## src/rtl/protocore_pkg.sv

```systemverilog
// Shared constants for the protocore fetch front end.
package protocore_pkg;

    localparam int unsigned ADDR_W      = 8;
    localparam int unsigned INSTR_W     = 16;
    localparam int unsigned FETCH_DEPTH = 2;
    localparam int unsigned OCC_W       = $clog2(FETCH_DEPTH + 1);
    localparam int unsigned STALL_W     = 16;

endpackage

```

## src/rtl/fetch_fifo.sv

```systemverilog
// Two-entry in-order instruction buffer; entry0 is always the head.
module fetch_fifo
    import protocore_pkg::*;
#(
    parameter int unsigned DATA_W = 24
) (
    input  logic              clk,
    input  logic              rst,
    input  logic              push,
    input  logic [DATA_W-1:0] push_data,
    input  logic              pop,
    input  logic              flush,
    output logic [OCC_W-1:0]  occupancy,
    output logic [DATA_W-1:0] head
);

    logic [DATA_W-1:0] entry0;
    logic [DATA_W-1:0] entry1;

    assign head = entry0;

    // Flush wins over push/pop; a push with a pop of the last entry lands in entry0.
    always_ff @(posedge clk or posedge rst) begin
        if (rst) begin
            occupancy <= '0;
            entry0    <= '0;
            entry1    <= '0;
        end else if (flush) begin
            occupancy <= '0;
        end else begin
            unique case ({push, pop})
                2'b10: begin
                    if (occupancy == OCC_W'(0)) entry0 <= push_data;
                    else                        entry1 <= push_data;
                    occupancy <= occupancy + OCC_W'(1);
                end
                2'b01: begin
                    entry0    <= entry1;
                    occupancy <= occupancy - OCC_W'(1);
                end
                2'b11: begin
                    if (occupancy == OCC_W'(1)) begin
                        entry0 <= push_data;
                    end else begin
                        entry0 <= entry1;
                        entry1 <= push_data;
                    end
                end
                default: ;
            endcase
        end
    end

endmodule

```

## src/rtl/instr_fetch.sv

```systemverilog
// Instruction fetch: issues one-cycle-latency memory reads into a 2-entry buffer.
// Optional stall counter output enabled by INSTR_FETCH_PERF_CNT_EN.
module instr_fetch #(
    parameter int unsigned ADDR_W  = protocore_pkg::ADDR_W,
    parameter int unsigned INSTR_W = protocore_pkg::INSTR_W
) (
    input  logic               clk,
    input  logic               rst,
    input  logic [ADDR_W-1:0]  pc_addr,
    output logic               pc_en,
    input  logic               flush,
    output logic               imem_rd,
    output logic [ADDR_W-1:0]  imem_addr,
    input  logic [INSTR_W-1:0] imem_data,
    output logic               out_valid,
    input  logic               out_ready,
    output logic [INSTR_W-1:0] out_instr,
    output logic [ADDR_W-1:0]  out_pc
`ifdef INSTR_FETCH_PERF_CNT_EN
    ,
    output logic [15:0]        stall_cnt
`endif
);

    import protocore_pkg::*;

    localparam int unsigned ENTRY_W = ADDR_W + INSTR_W;
    localparam int unsigned LVL_W   = OCC_W + 1;

    logic               inflight;
    logic [ADDR_W-1:0]  inflight_pc;
    logic [OCC_W-1:0]   occupancy;
    logic [LVL_W-1:0]   level;
    logic               pop;
    logic               issue;
    logic [ENTRY_W-1:0] head;

    assign out_valid = (occupancy != '0);
    assign pop       = out_valid & out_ready;

    // Buffered plus in-flight work after this cycle's pop must leave room for one more.
    assign level     = LVL_W'(occupancy) + LVL_W'(inflight) - LVL_W'(pop);
    assign issue     = !rst && !flush && (level < LVL_W'(FETCH_DEPTH));
    assign imem_rd   = issue;
    assign pc_en     = issue;
    assign imem_addr = pc_addr;

    always_ff @(posedge clk or posedge rst) begin
        if (rst) begin
            inflight    <= 1'b0;
            inflight_pc <= '0;
        end else begin
            inflight <= issue;
            if (issue) inflight_pc <= pc_addr;
        end
    end

    // A flush in the return cycle discards the data inside the buffer.
    fetch_fifo #(
        .DATA_W (ENTRY_W)
    ) u_fifo (
        .clk       (clk),
        .rst       (rst),
        .push      (inflight),
        .push_data ({inflight_pc, imem_data}),
        .pop       (pop),
        .flush     (flush),
        .occupancy (occupancy),
        .head      (head)
    );

    assign out_pc    = head[ENTRY_W-1:INSTR_W];
    assign out_instr = head[INSTR_W-1:0];

`ifdef INSTR_FETCH_PERF_CNT_EN
    always_ff @(posedge clk or posedge rst) begin
        if (rst) begin
            stall_cnt <= '0;
        end else if (out_valid && !out_ready && (stall_cnt != 16'hFFFF)) begin
            stall_cnt <= stall_cnt + 16'd1;
        end
    end
`endif

endmodule

```

## config.mk

```make
export PLATFORM = sky130hd
export DESIGN_NAME = instr_fetch
export DESIGN_NICKNAME = d
export VERILOG_FILES = /design/src/rtl/protocore_pkg.sv /design/src/rtl/fetch_fifo.sv /design/src/rtl/instr_fetch.sv
export SDC_FILE = /design/constraint.sdc
export NUM_CORES = 1
export LEC_CHECK = 0
export BUFFER_PORTS_ARGS = -buffer_cell sky130_fd_sc_hd__clkbuf_2
export CAP_MARGIN = 15
export CORE_MARGIN = 3
export CORE_UTILIZATION = 28
export CTS_CLUSTER_DIAMETER = 50
export DETAILED_ROUTE_END_ITERATION = 8
export HOLD_SLACK_MARGIN = 0.1
export MAX_ROUTING_LAYER = met4
export PLACE_DENSITY = 0.51
export SYNTH_ARGS = -nofsm -noshare
export SYNTH_HDL_FRONTEND = slang
export SYNTH_SLANG_ARGS = --single-unit
```

## constraint.sdc

```tcl
create_clock -name clk -period 6.3 [get_ports clk]
set_clock_uncertainty 0.15 [all_clocks]
set_input_delay 0.63 -clock clk [delete_from_list [all_inputs] [get_ports clk]]
set_output_delay 0.63 -clock clk [all_outputs]
set_load 0.01 [all_outputs]
```

After elaboration in Yosys (flattened, before gate mapping)

Cells that the tools add are included.

Input port bits: 28
Logic and storage cells: 38
Output and inout bits: 35
Flip-flop bits (word level): 59

Bitwise logic cells: 2
Reduce and logical (&&, ||, !) cells: 11
$lt $le $gt $ge: 1
Equality and inequality tests: 7
Add/subtract/negate cells: 4
Multiplexer cells: 8

Operators with widths:

| cell                                                                     | count |
|---|---|
| 24-bit two-way mux                                                       | 4 |
| 24-bit case mux with 3 select lines                                      | 1 |
| 24-bit case mux with 2 select lines                                      | 1 |
| 3-bit nonzero test                                                       | 2 |
| 2-bit by 1-bit == test with 1-bit output (second input constant)         | 2 |
| 2-bit == test (second input constant)                                    | 2 |
| 2-bit inequality test (second input constant)                            | 2 |
| 2-bit case mux with 2 select lines                                       | 1 |
| 4-bit AND reduction                                                      | 1 |
| 2-bit nonzero test                                                       | 2 |
| 2-bit by 1-bit adder with 3-bit output                                   | 1 |
| 3-bit by 2-bit < comparator with 1-bit output (second input constant)    | 1 |
| 3-bit AND reduction                                                      | 1 |
| 3-bit by 1-bit subtractor with 3-bit output                              | 1 |
| 2-bit by 1-bit adder with 2-bit output (second input constant)           | 1 |
| 1-bit logical AND                                                        | 2 |
| 1-bit zero test                                                          | 2 |
| 2-bit zero test                                                          | 1 |
| 2-bit two-way mux                                                        | 1 |
| 2-bit by 1-bit inequality test with 1-bit output (second input constant) | 1 |
| 2-bit by 1-bit subtractor with 2-bit output (second input constant)      | 1 |
| 1-bit bitwise AND                                                        | 1 |
| 1-bit NOT                                                                | 1 |

Longest topological paths before layout

Gate-level depths: netlist (run 1).

Depth in word-level cells: 5
Gate-level depth with buffers: 12
Depth with buffers taken out: 9

Cells and area by module

From an unflattened synthesis (run 1), not the netlist that was laid out.

Cell total of the unflattened synthesis: 185
Area total of the unflattened synthesis: 3050.4 um^2

Modules (own cells, without submodules):

| module      | times used | area each (um^2) | cells an instance | sequential area each (um^2) |
|---|---|---|---|---|
| fetch_fifo  | 1          | 2537.4           | 148               | 1251.2 |
| instr_fetch | 1          | 513.0            | 37                | 225.2 |

Least setup slack after synthesis (run 1)

Ideal clock, no wire load.

Kind: input-to-output
Start: input port rst
End: output port pc_en
Data arrival time: 2834 ps
Buffers on the path: 1
Slack: 2686 ps
Cell stages on the path: 4
Data required time: 5520 ps
Cell sequence: inv_1 nand4_2 inv_1 buf_4

Cells in the longest elaborated chain, start to end: 3

RTL lines:

| element                        | line              | text |
|---|---|---|
| start: declaration             | instr_fetch.sv:8  | `input logic rst,` |
| 1-bit zero test (no line)      | --                |  |
| 1-bit logical AND (2 in a row) | instr_fetch.sv:43 | `assign issue = !rst && !flush && (level < LVL_W'(FETCH_DEPTH));` |
| end: declaration               | instr_fetch.sv:10 | `output logic pc_en,` |

No other way between the ends.

Worst setup path after layout (run 1)

Start: register u_fifo.occupancy[1]
End: output port imem_rd

Cells in the longest elaborated chain, start to end: 5
Elaborated cells between the ends (all ways): 6
Classes of those cells: add/sub (2); order compare (1); bitwise (1); reduce/logical (2)

RTL lines:

| element                                                                        | line              | text |
|---|---|---|
| start: declaration                                                             | fetch_fifo.sv:13  | `output logic [OCC_W-1:0] occupancy,` |
| start signal: assignment                                                       | fetch_fifo.sv:35  | `occupancy <= occupancy + OCC_W'(1);` |
| start signal: assignment                                                       | fetch_fifo.sv:39  | `occupancy <= occupancy - OCC_W'(1);` |
| branches (longest 2 deep; another with 2-bit by 1-bit adder with 3-bit output) | --                |  |
| 3-bit by 1-bit subtractor with 3-bit output *                                  | instr_fetch.sv:42 | `assign level = LVL_W'(occupancy) + LVL_W'(inflight) - LVL_W'(pop);` |
| 3-bit by 2-bit < comparator with 1-bit output *                                | instr_fetch.sv:43 |  |
| 1-bit logical AND *                                                            | instr_fetch.sv:43 |  |
| end: declaration                                                               | instr_fetch.sv:12 | `output logic imem_rd,` |

Mark *: on every way between the ends.

==> results_dict.tcl, run 1 <==
set metrics [dict create \
    crit_top_cell "inv_1" \
    postSynthAreaPerCell_um2 11.8 \
    ir_drop_uv 194 \
    yosysSeqAreaShare 0.514 \
    stdcell_area_mm2 0.00345 \
    syn_nets 275 \
    ios 63 \
    max_stage_delay_ns 0.65 \
    numCtsBuffers 9 \
    maxCapViolCount 0 \
    antenna_found_initial 0 \
    max_slew_margin 0.310 \
    n_antenna_cell 0 \
    clock-root-buffer "clkbuf_8" \
    path_cells "inv_1, ha_1, nand2b_1, nor2_1, o21ai_1, fa_1, xnor2_1, nand4_2, inv_1, clkbuf_2" \
    drc 0 \
    powerDensity_mw_per_mm2 507 \
    leakagePower_nw 1.50 \
    die_h_um 107 \
    synthAdderAreaFrac 0.0157 \
    fmax_ghz 0.227 \
    layout_commonest_cell "clkbuf_2" \
    ys_top_cells_by_area "dfrtp_1, mux2_1, a31oi_2, a21oi_1, nand3_1" \
    slew_violations 0 \
    synth_top_area_share 0.514 \
    synth_area_mm2 0.00287 \
    initial_core_util 0.291 \
    first_pass_iters 4 \
    setup_violations 0 \
    fin_nets 321 \
    cts_tree "built" \
    drive_above_1_share 0.366 \
    start_kind "register" \
    overflow 0 \
    path_class "reg -> out" \
    drt_first_iter_violations 100 \
    fin_tns_setup_ns 0 \
    hold_viol 0 \
    gp_congestion 0.702 \
    via_per_inst 4.83 \
    crit_buf_inv 3 \
    h-tree-depth 3 \
    grt_pass1_vias 2165 \
    ys_warn_count 0 \
    synth_xor_xnor_area_share 0.0109 \
    yosys.area_share.simple 0.0680 \
    post_cts_buffers 0 \
    placed_area_mm2 0.00318 \
    end_kind "primary output" \
    detail-route-antenna-nets 0 \
    drt-total-wl_um 6760 \
    grt_use_total 0.130 \
    cts_buffer_depth 2 \
    fin_crit_sh 0.699 \
    outcome "completed" \
    clkLatencyLatePin_ns 0.33 \
    fin_total_pwr_w 0.00175 \
    wire_per_inst_um 15.8 \
    synth.largest_area_cell "dfrtp_1" \
    hp-class "in -> async" \
    path_clk_slew_ns 0.07 \
    synth-compound-area-share 0.186 \
    port_buffers 62 \
    grt_max_degree 61 \
    post_cts_resize_count 0 \
    vias 2069 \
    synth_top_family_by_area "compound AO/OA/AOI/OAI gates" \
    synth_seq_cells 59 \
    yosysUniqueCellTypes 29 \
    synth_cells 244 \
    crit_slowest_cell "nand2b_1" \
    core_mm2 0.00986 \
    cp.required_ns 5.52 \
    cts_sinks 59 \
    synthMuxAreaShare 0.134 \
    crit_arrival_ns 3.62 \
    fin_util 0.350 \
    tightest_slew_ns 1.04 \
    syn2layout_area_growth_pct 20.3 \
    final_cell_mix "clkbuf_2, dfrtp_1, mux2_1" \
    critPathTopFamily "simple AND/OR/NAND/NOR gates" \
    fin_crit_ns 4.40 \
    ctsHoldBuffers 0 \
    post-dp-hpwl_um 4210 \
    grt_pass1_wl_um 11300 \
    rows 36 \
    cp_max_fo 27 \
    fp.dieArea_mm2 0.0115 \
    rsz0062_at_grt "false" \
    die_w_um 107 \
]
## registers in the layout (all words and copies together), names as in the netlist
name / cells
inflight: 1
u_fifo.occupancy: 2
u_fifo.head: 24
u_fifo.entry1: 24
inflight_pc: 8
## metal layers
metal  track usage  vias to the layer above  part of all wire
li1              -                      973                 -
met1         0.173                     1031              0.47
met2         0.200                       59              0.48
met3        0.0342                        6             0.046
met4        0.0329                        0            0.0081
met5             -                        -                 0
## worst reg2reg max path, delay by kind of cell (launching register included)
kind / cells / cell delay, ns
adders and majority gates: 2 / 0.66
DFF: 1 / 0.45
buffers and inverters: 1 / 0.09
AOI/OAI and AO/OA: 1 / 0.13
muxes: 1 / 0.44
and+or+nand+nor: 3 / 1.39
xor gates and xnor gates: 1 / 0.19
## synth_stat cells (all sizes together)
| library cell | count |
|---|---|
| buf | 17 |
| mux2i | 1 |
| inv | 6 |
| nand3 | 24 |
| a211oi | 2 |
| o21ai | 25 |
| nand4 | 2 |
| nand2 | 2 |
| and2 | 2 |
| a31oi | 24 |
| mux2 | 33 |
| ha | 2 |
| dfrtp | 59 |
| nor2b | 1 |
| nor2 | 4 |
| nand2b | 1 |
| xnor2 | 1 |
| clkbuf | 12 |
| xnor3 | 1 |
| fa | 1 |
| a21oi | 24 |
## metrics by stage
step	setup WS (ns)	hold WS, ns	instances
finish	1.90	0.341	428
detailed placement	2.20	0.331	411
global route	1.51	0.353	428
floorplan	2.69	0.314	244
CTS	1.83	0.345	427
global placement	2.33	0.323	411
## cell families (layout without fill, tap and decap cells)
group / after synthesis / in the layout
adder cells (fa/ha/maj): 3 / 3
XOR/XNOR: 2 / 2
flip-flops: 59 / 59
AO/OA/AOI/OAI: 75 / 75
AND/OR/NAND/NOR: 36 / 36
buffers and inverters: 35 / 86
multiplexers: 34 / 34
## where the power goes
group / switching (W) / total (W) / internal, W
logic: 0.000359 / 0.000643 / 0.000284
registers: 0.000108 / 0.000664 / 0.000556
clock network: 0.000148 / 0.000443 / 0.000295
## worst paths after layout
kind / cells after the start / from / slack, ns / to
max: 10 / u_fifo.occupancy[1]$_DFFE_PP0P_ / 1.90 / imem_rd
min: 3 / rst / 0.34 / u_fifo.entry1[14]$_DFFE_PP0P_
max reg2reg: 9 / u_fifo.occupancy[1]$_DFFE_PP0P_ / 2.68 / inflight_pc[0]$_DFFE_PP0P_
min reg2reg: 1 / u_fifo.entry1[19]$_DFFE_PP0P_ / 0.34 / u_fifo.entry1[19]$_DFFE_PP0P_
max in group asynchronous: 3 / rst / 5.13 / inflight_pc[0]$_DFFE_PP0P_
min in group clk: 1 / u_fifo.entry1[19]$_DFFE_PP0P_ / 0.34 / u_fifo.entry1[19]$_DFFE_PP0P_
## layout make-up
type,count,area (um^2)
fillers,1005,6410
flip-flops and latches,59,1480
multi-input cells,150,1190
repair buffers,64,333
well taps,133,166
clock buffers,12,165
clock inverters,4,95.1
inverters,6,22.5
Power figures use the tool's default switching activity.
==> run 2: changes to the inputs <==
==> constraint.sdc (replaced) <==
create_clock -name clk -period 4.4 [get_ports clk]
set_clock_uncertainty 0.15 [all_clocks]
set_input_delay 0.44 -clock clk [delete_from_list [all_inputs] [get_ports clk]]
set_output_delay 0.44 -clock clk [all_outputs]
set_load 0.01 [all_outputs]
==> run 2 against run 1 <==
Effect of this change: hold slack got worse by 0.19 ns; die area unchanged; cell area decreased by 2.7%; count of clock-buffer cells in the layout unchanged; sequential power up 43%; combinational power increased by 44%; sequential share of layout area rose by 1.2 points; critical endpoint is now pc_en.
==> results_dict.tcl, run 2 (synthesis results as in run 1) <==
set metrics [dict create \
    outcome "completed" \
    path_class "reg -> out" \
    post_cts_buffers 0 \
    final_cell_mix "clkbuf_2, dfrtp_1, mux2_1" \
    setup_violations 0 \
    via_per_inst 4.81 \
    n_antenna_cell 0 \
    die_w_um 107 \
    h-tree-depth 3 \
    gp_congestion 0.725 \
    seqPwrFrac 0.411 \
    detail-route-antenna-nets 0 \
    port_buffers 62 \
    slew_violations 0 \
    fin_total_pwr_w 0.00231 \
    ir_drop_uv 171 \
    crit_buf_inv 3 \
    maxCapViolCount 0 \
    core_mm2 0.00986 \
    fin_util 0.341 \
    combPwrFrac 0.400 \
    post_cts_resize_count 0 \
    p_clk_frac 0.189 \
    drc 0 \
    tightest_slew_ns 0.984 \
    initial_core_util 0.291 \
    fill_cells 1015 \
    fp.dieArea_mm2 0.0115 \
    crit_slowest_cell "dfrtp_1" \
    intPower_w 0.00143 \
    drt_first_iter_violations 64 \
    r2r_setup_slack_ns 1.55 \
    first_pass_iters 4 \
    grt_use_total 0.130 \
    grt_max_degree 60 \
    wire_per_inst_um 16.6 \
    overflow 0 \
    leakagePower_nw 1.45 \
    post-dp-hpwl_um 4290 \
    grt_pass1_wl_um 11000 \
    die_h_um 107 \
    syn2layout_area_growth_pct 17.0 \
    fin_nets 322 \
    cts_tree "built" \
    critPathTopFamily "simple AND/OR/NAND/NOR gates" \
    end_kind "primary output" \
    fin_crit_sh 0.782 \
    rows 36 \
    power_switching_w 0.000880 \
    fmax_ghz 0.291 \
    max_stage_delay_ns 0.44 \
    path_cells "inv_1, ha_1, nand2b_1, nor2_1, o21ai_1, fa_1, xnor2_1, nand4_2, inv_1, clkbuf_2" \
    clkLatencyLatePin_ns 0.33 \
    ios 63 \
    p_sw_frac 0.381 \
    placed_area_mm2 0.00319 \
    cp_max_fo 9 \
    cts_buffer_depth 2 \
    vias 2056 \
    layout_commonest_cell "clkbuf_2" \
    fin_tns_setup_ns 0 \
    cp.required_ns 3.81 \
    powerDensity_mw_per_mm2 687 \
    grt_pass1_vias 2019 \
    drt-total-wl_um 7100 \
    stdcell_area_mm2 0.00336 \
    crit_arrival_ns 2.85 \
    fin_crit_ns 3.44 \
    path_clk_slew_ns 0.07 \
    max_slew_margin 0.342 \
    rsz0062_at_grt "false" \
    drive_above_1_share 0.361 \
    start_kind "register" \
    clock-root-buffer "clkbuf_8" \
    crit_top_cell "inv_1" \
    hold_viol 0 \
    numCtsBuffers 9 \
    antenna_found_initial 0 \
    cts_sinks 59 \
    ctsHoldBuffers 0 \
    hp-class "in -> reg" \
]
[run 2: changes by cell type in the layout (fill, tap and decap cells not counted), sizes merged]
cell      delta
buf          +1
clkinvlp     +1
bufinv       -3
[run 2: final cells by class]
type | count | area, um^2 | share of cell area
multi-input combinational | 150 | 1190 | 0.356
sequential | 59 | 1480 | 0.439
tap | 133 | 166 | 0.0495
clock buffer | 12 | 155 | 0.0462
timing repair buffer | 65 | 333 | 0.0990
inverter | 6 | 22.5 | 0.00670
clock inverter | 2 | 12.5 | 0.00372
[run 2: metrics by stage]
step	cells	worst slack, ns	hold WS [ns]
detailed placement	413	1.25	0.331
global placement	413	1.34	0.323
floorplan	244	1.17	0.314
CTS	427	0.885	0.152
finish	427	0.959	0.155
global route	427	0.666	0.152
[run 2: path summary, 6_finish.rpt]
| path | startpoint | end | cells past startpoint |
|---|---|---|---|
| setup / recovery | u_fifo.occupancy[1]$_DFFE_PP0P_ | pc_en | 10 |
| hold / removal | flush | u_fifo.occupancy[0]$_DFFE_PP0P_ | 2 |
| setup reg to reg | u_fifo.occupancy[1]$_DFFE_PP0P_ | inflight_pc[6]$_DFFE_PP0P_ | 9 |
| hold reg to reg | u_fifo.entry1[7]$_DFFE_PP0P_ | u_fifo.entry1[7]$_DFFE_PP0P_ | 1 |
| max in group asynchronous | rst | inflight_pc[7]$_DFFE_PP0P_ | 3 |
| min in group asynchronous | rst | u_fifo.entry1[5]$_DFFE_PP0P_ | 3 |
[run 2: layer usage]
metal	track usage	vias up	share of wire
met2	0.211	51	0.49
met4	0.0557	0	0.021
met5	-	-	0
met1	0.158	1021	0.45
met3	0.0276	12	0.044
li1	-	972	-
[run 2: power groups by stage]
stage	combinational, W	sequential [W]	clock [W]
finish	0.000923	0.000948	0.000437
global route	0.00102	0.000982	0.000476
CTS	0.000946	0.000949	0.000445
detailed placement	0.000945	0.000956	0
global placement	0.000923	0.000952	0
floorplan	0.000661	0.000968	0
==> run 3: changes to the inputs <==
==> constraint.sdc (replaced) <==
create_clock -name clk -period 3.21 [get_ports clk]
set_clock_uncertainty 0.15 [all_clocks]
set_input_delay 0.321 -clock clk [delete_from_list [all_inputs] [get_ports clk]]
set_output_delay 0.321 -clock clk [all_outputs]
set_load 0.01 [all_outputs]
==> run 3 against run 2 <==
Effect of this change: critical path depth unchanged; worst setup slack lost 0.74 ns; via count rose by 6.0%; first-iteration DRC count rose by 17%; cell area increased by 9.6%; routed wire length grew 4.3%; clock power rose by 58%; power up 43%; cell count grew 7.0%; die area did not move; utilization is 3.3 points higher; flip-flop and latch count is the same; critical endpoint is now imem_rd.
==> results_dict.tcl, run 3 (synthesis results as in run 1) <==
set metrics [dict create \
    grt_pass1_wl_um 12100 \
    powerDensity_mw_per_mm2 898 \
    place_inst 417 \
    wl_met1_um 3390 \
    grt_use_total 0.140 \
    grt_pass1_vias 2274 \
    maxCapViolCount 0 \
    die_w_um 107 \
    wire_per_inst_um 16.2 \
    r2r_end "inflight_pc[5]$_DFFE_PP0P_" \
    drive_above_1_share 0.352 \
    detail-route-antenna-nets 0 \
    fin_nets 352 \
    rows 36 \
    fp.dieArea_mm2 0.0115 \
    fin_crit_sh 0.931 \
    drc 0 \
    first_pass_iters 4 \
    grt_max_degree 60 \
    ir_drop_uv 400 \
    final_cell_mix "clkbuf_2, dfrtp_1, mux2_1" \
    cts_sinks 59 \
    cp.required_ns 2.74 \
    cp_max_fo 4 \
    fin_tns_setup_ns 0 \
    fin_cells 457 \
    leakagePower_nw 1.60 \
    layout_commonest_cell "clkbuf_2" \
    outcome "completed" \
    tightest_slew_ns 0.779 \
    fin_crit_ns 2.99 \
    path_cells "inv_1, ha_1, nand2b_1, nor2_2, o21ai_1, fa_1, xnor2_1, nand4_2, inv_1, clkbuf_2" \
    path_clk_slew_ns 0.07 \
    max_slew_margin 0.481 \
    antenna_found_initial 0 \
    top_layer "met4" \
    whs_ns 0.146 \
    fill_cells 1000 \
    cts_buffer_depth 2 \
    overflow 0 \
    rr_worst_depth 11 \
    drt-total-wl_um 7400 \
    clkLatencyLatePin_ns 0.33 \
    r2r_setup_slack_ns 0.36 \
    cts_tree "built" \
    wl_met2_um 3650 \
    vias 2180 \
    numCtsBuffers 9 \
    dr_wl_met3_um 292 \
    hp-class "in -> async" \
    syn2layout_area_growth_pct 28.3 \
    max_stage_delay_ns 0.40 \
    critPathTopFamily "adder cells" \
    h-tree-depth 3 \
    core_mm2 0.00986 \
    crit_slowest_cell "dfrtp_1" \
    crit_arrival_ns 2.52 \
    ios 63 \
    path_class "reg -> out" \
    die_h_um 107 \
    n_antenna_cell 0 \
    via_per_inst 4.77 \
    setup_violations 0 \
    end_kind "primary output" \
    r2r_start "u_fifo.occupancy[0]$_DFFE_PP0P_" \
    fmax_ghz 0.335 \
    slew_violations 0 \
    crit_top_cell "inv_1" \
    clock-root-buffer "clkbuf_8" \
    start_kind "register" \
    initial_core_util 0.291 \
    port_buffers 62 \
    crit_buf_inv 3 \
    hold_viol 0 \
    gp_congestion 0.671 \
    drt_first_iter_violations 75 \
    post-dp-hpwl_um 4310 \
]
run 3: stage by stage:
| step | utilization | instance area, um^2 | worst slack, ns | power (W) |
|---|---|---|---|---|
| global route | 0.374 | 3680 | -0.0269 | 0.00357 |
| detailed placement | 0.327 | 3220 | 0.300 | 0.00263 |
| finish | 0.374 | 3680 | 0.221 | 0.00331 |
| global placement | 0.327 | 3220 | 0.389 | 0.00259 |
| CTS | 0.373 | 3680 | 0.130 | 0.00337 |
| floorplan | - | 2870 | 0.0947 | 0.00223 |
run 3: what timing repair did:
action	CTS	global route
endpoints found under the setup margin	2	2
pin swaps	1	0
gates resized for setup	0	2
endpoints found under the hold margin	26	0
hold buffers	25	0
buffers inserted	1	0
run 3: final cells by class:
type	count	area, um^2	share of cell area
inverter	6	22.5	0.00611
clock inverter	2	35.0	0.00951
multi-input combinational	150	1200	0.325
sequential	59	1480	0.401
clock buffer	12	165	0.0448
timing repair buffer	95	621	0.168
tap	133	166	0.0452
run 3: worst max-delay path by stage:
| stage | start | depth (start not counted) | to | slack (ns) |
|---|---|---|---|---|
| 2_1_floorplan | u_fifo.occupancy[1]$_DFFE_PP0P_ | 12 | pc_en | 0.09 |
| 3_3_place_gp | u_fifo.occupancy[1]$_DFFE_PP0P_ | 10 | inflight_pc[5]$_DFFE_PP0P_ | 0.39 |
| 3_5_place_dp | u_fifo.occupancy[1]$_DFFE_PP0P_ | 10 | inflight_pc[5]$_DFFE_PP0P_ | 0.30 |
| 4_1_cts | u_fifo.occupancy[1]$_DFFE_PP0P_ | 10 | imem_rd | 0.13 |
| 5_1_grt | u_fifo.occupancy[1]$_DFFE_PP0P_ | 10 | pc_en | -0.03 |
| 6_report | u_fifo.occupancy[0]$_DFFE_PP0P_ | 10 | imem_rd | 0.22 |
run 3: power breakdown:
part	total, W	switching, W	internal (W)
clock network	0.000692	0.000280	0.000412
logic	0.00132	0.000726	0.000591
registers	0.00130	0.000208	0.00109
run 3: layer usage:
| metal | vias to the layer above | track usage |
|---|---|---|
| met1 | 1094 | 0.171 |
| met3 | 7 | 0.0396 |
| met2 | 47 | 0.224 |
| li1 | 1032 | - |
| met4 | 0 | 0.0429 |
| met5 | - | - |
run 3: worst min-delay path: stages:
cell,delay [ns]
clkbuf_2,0.11
inv_2,0.08
buf_4,0.63
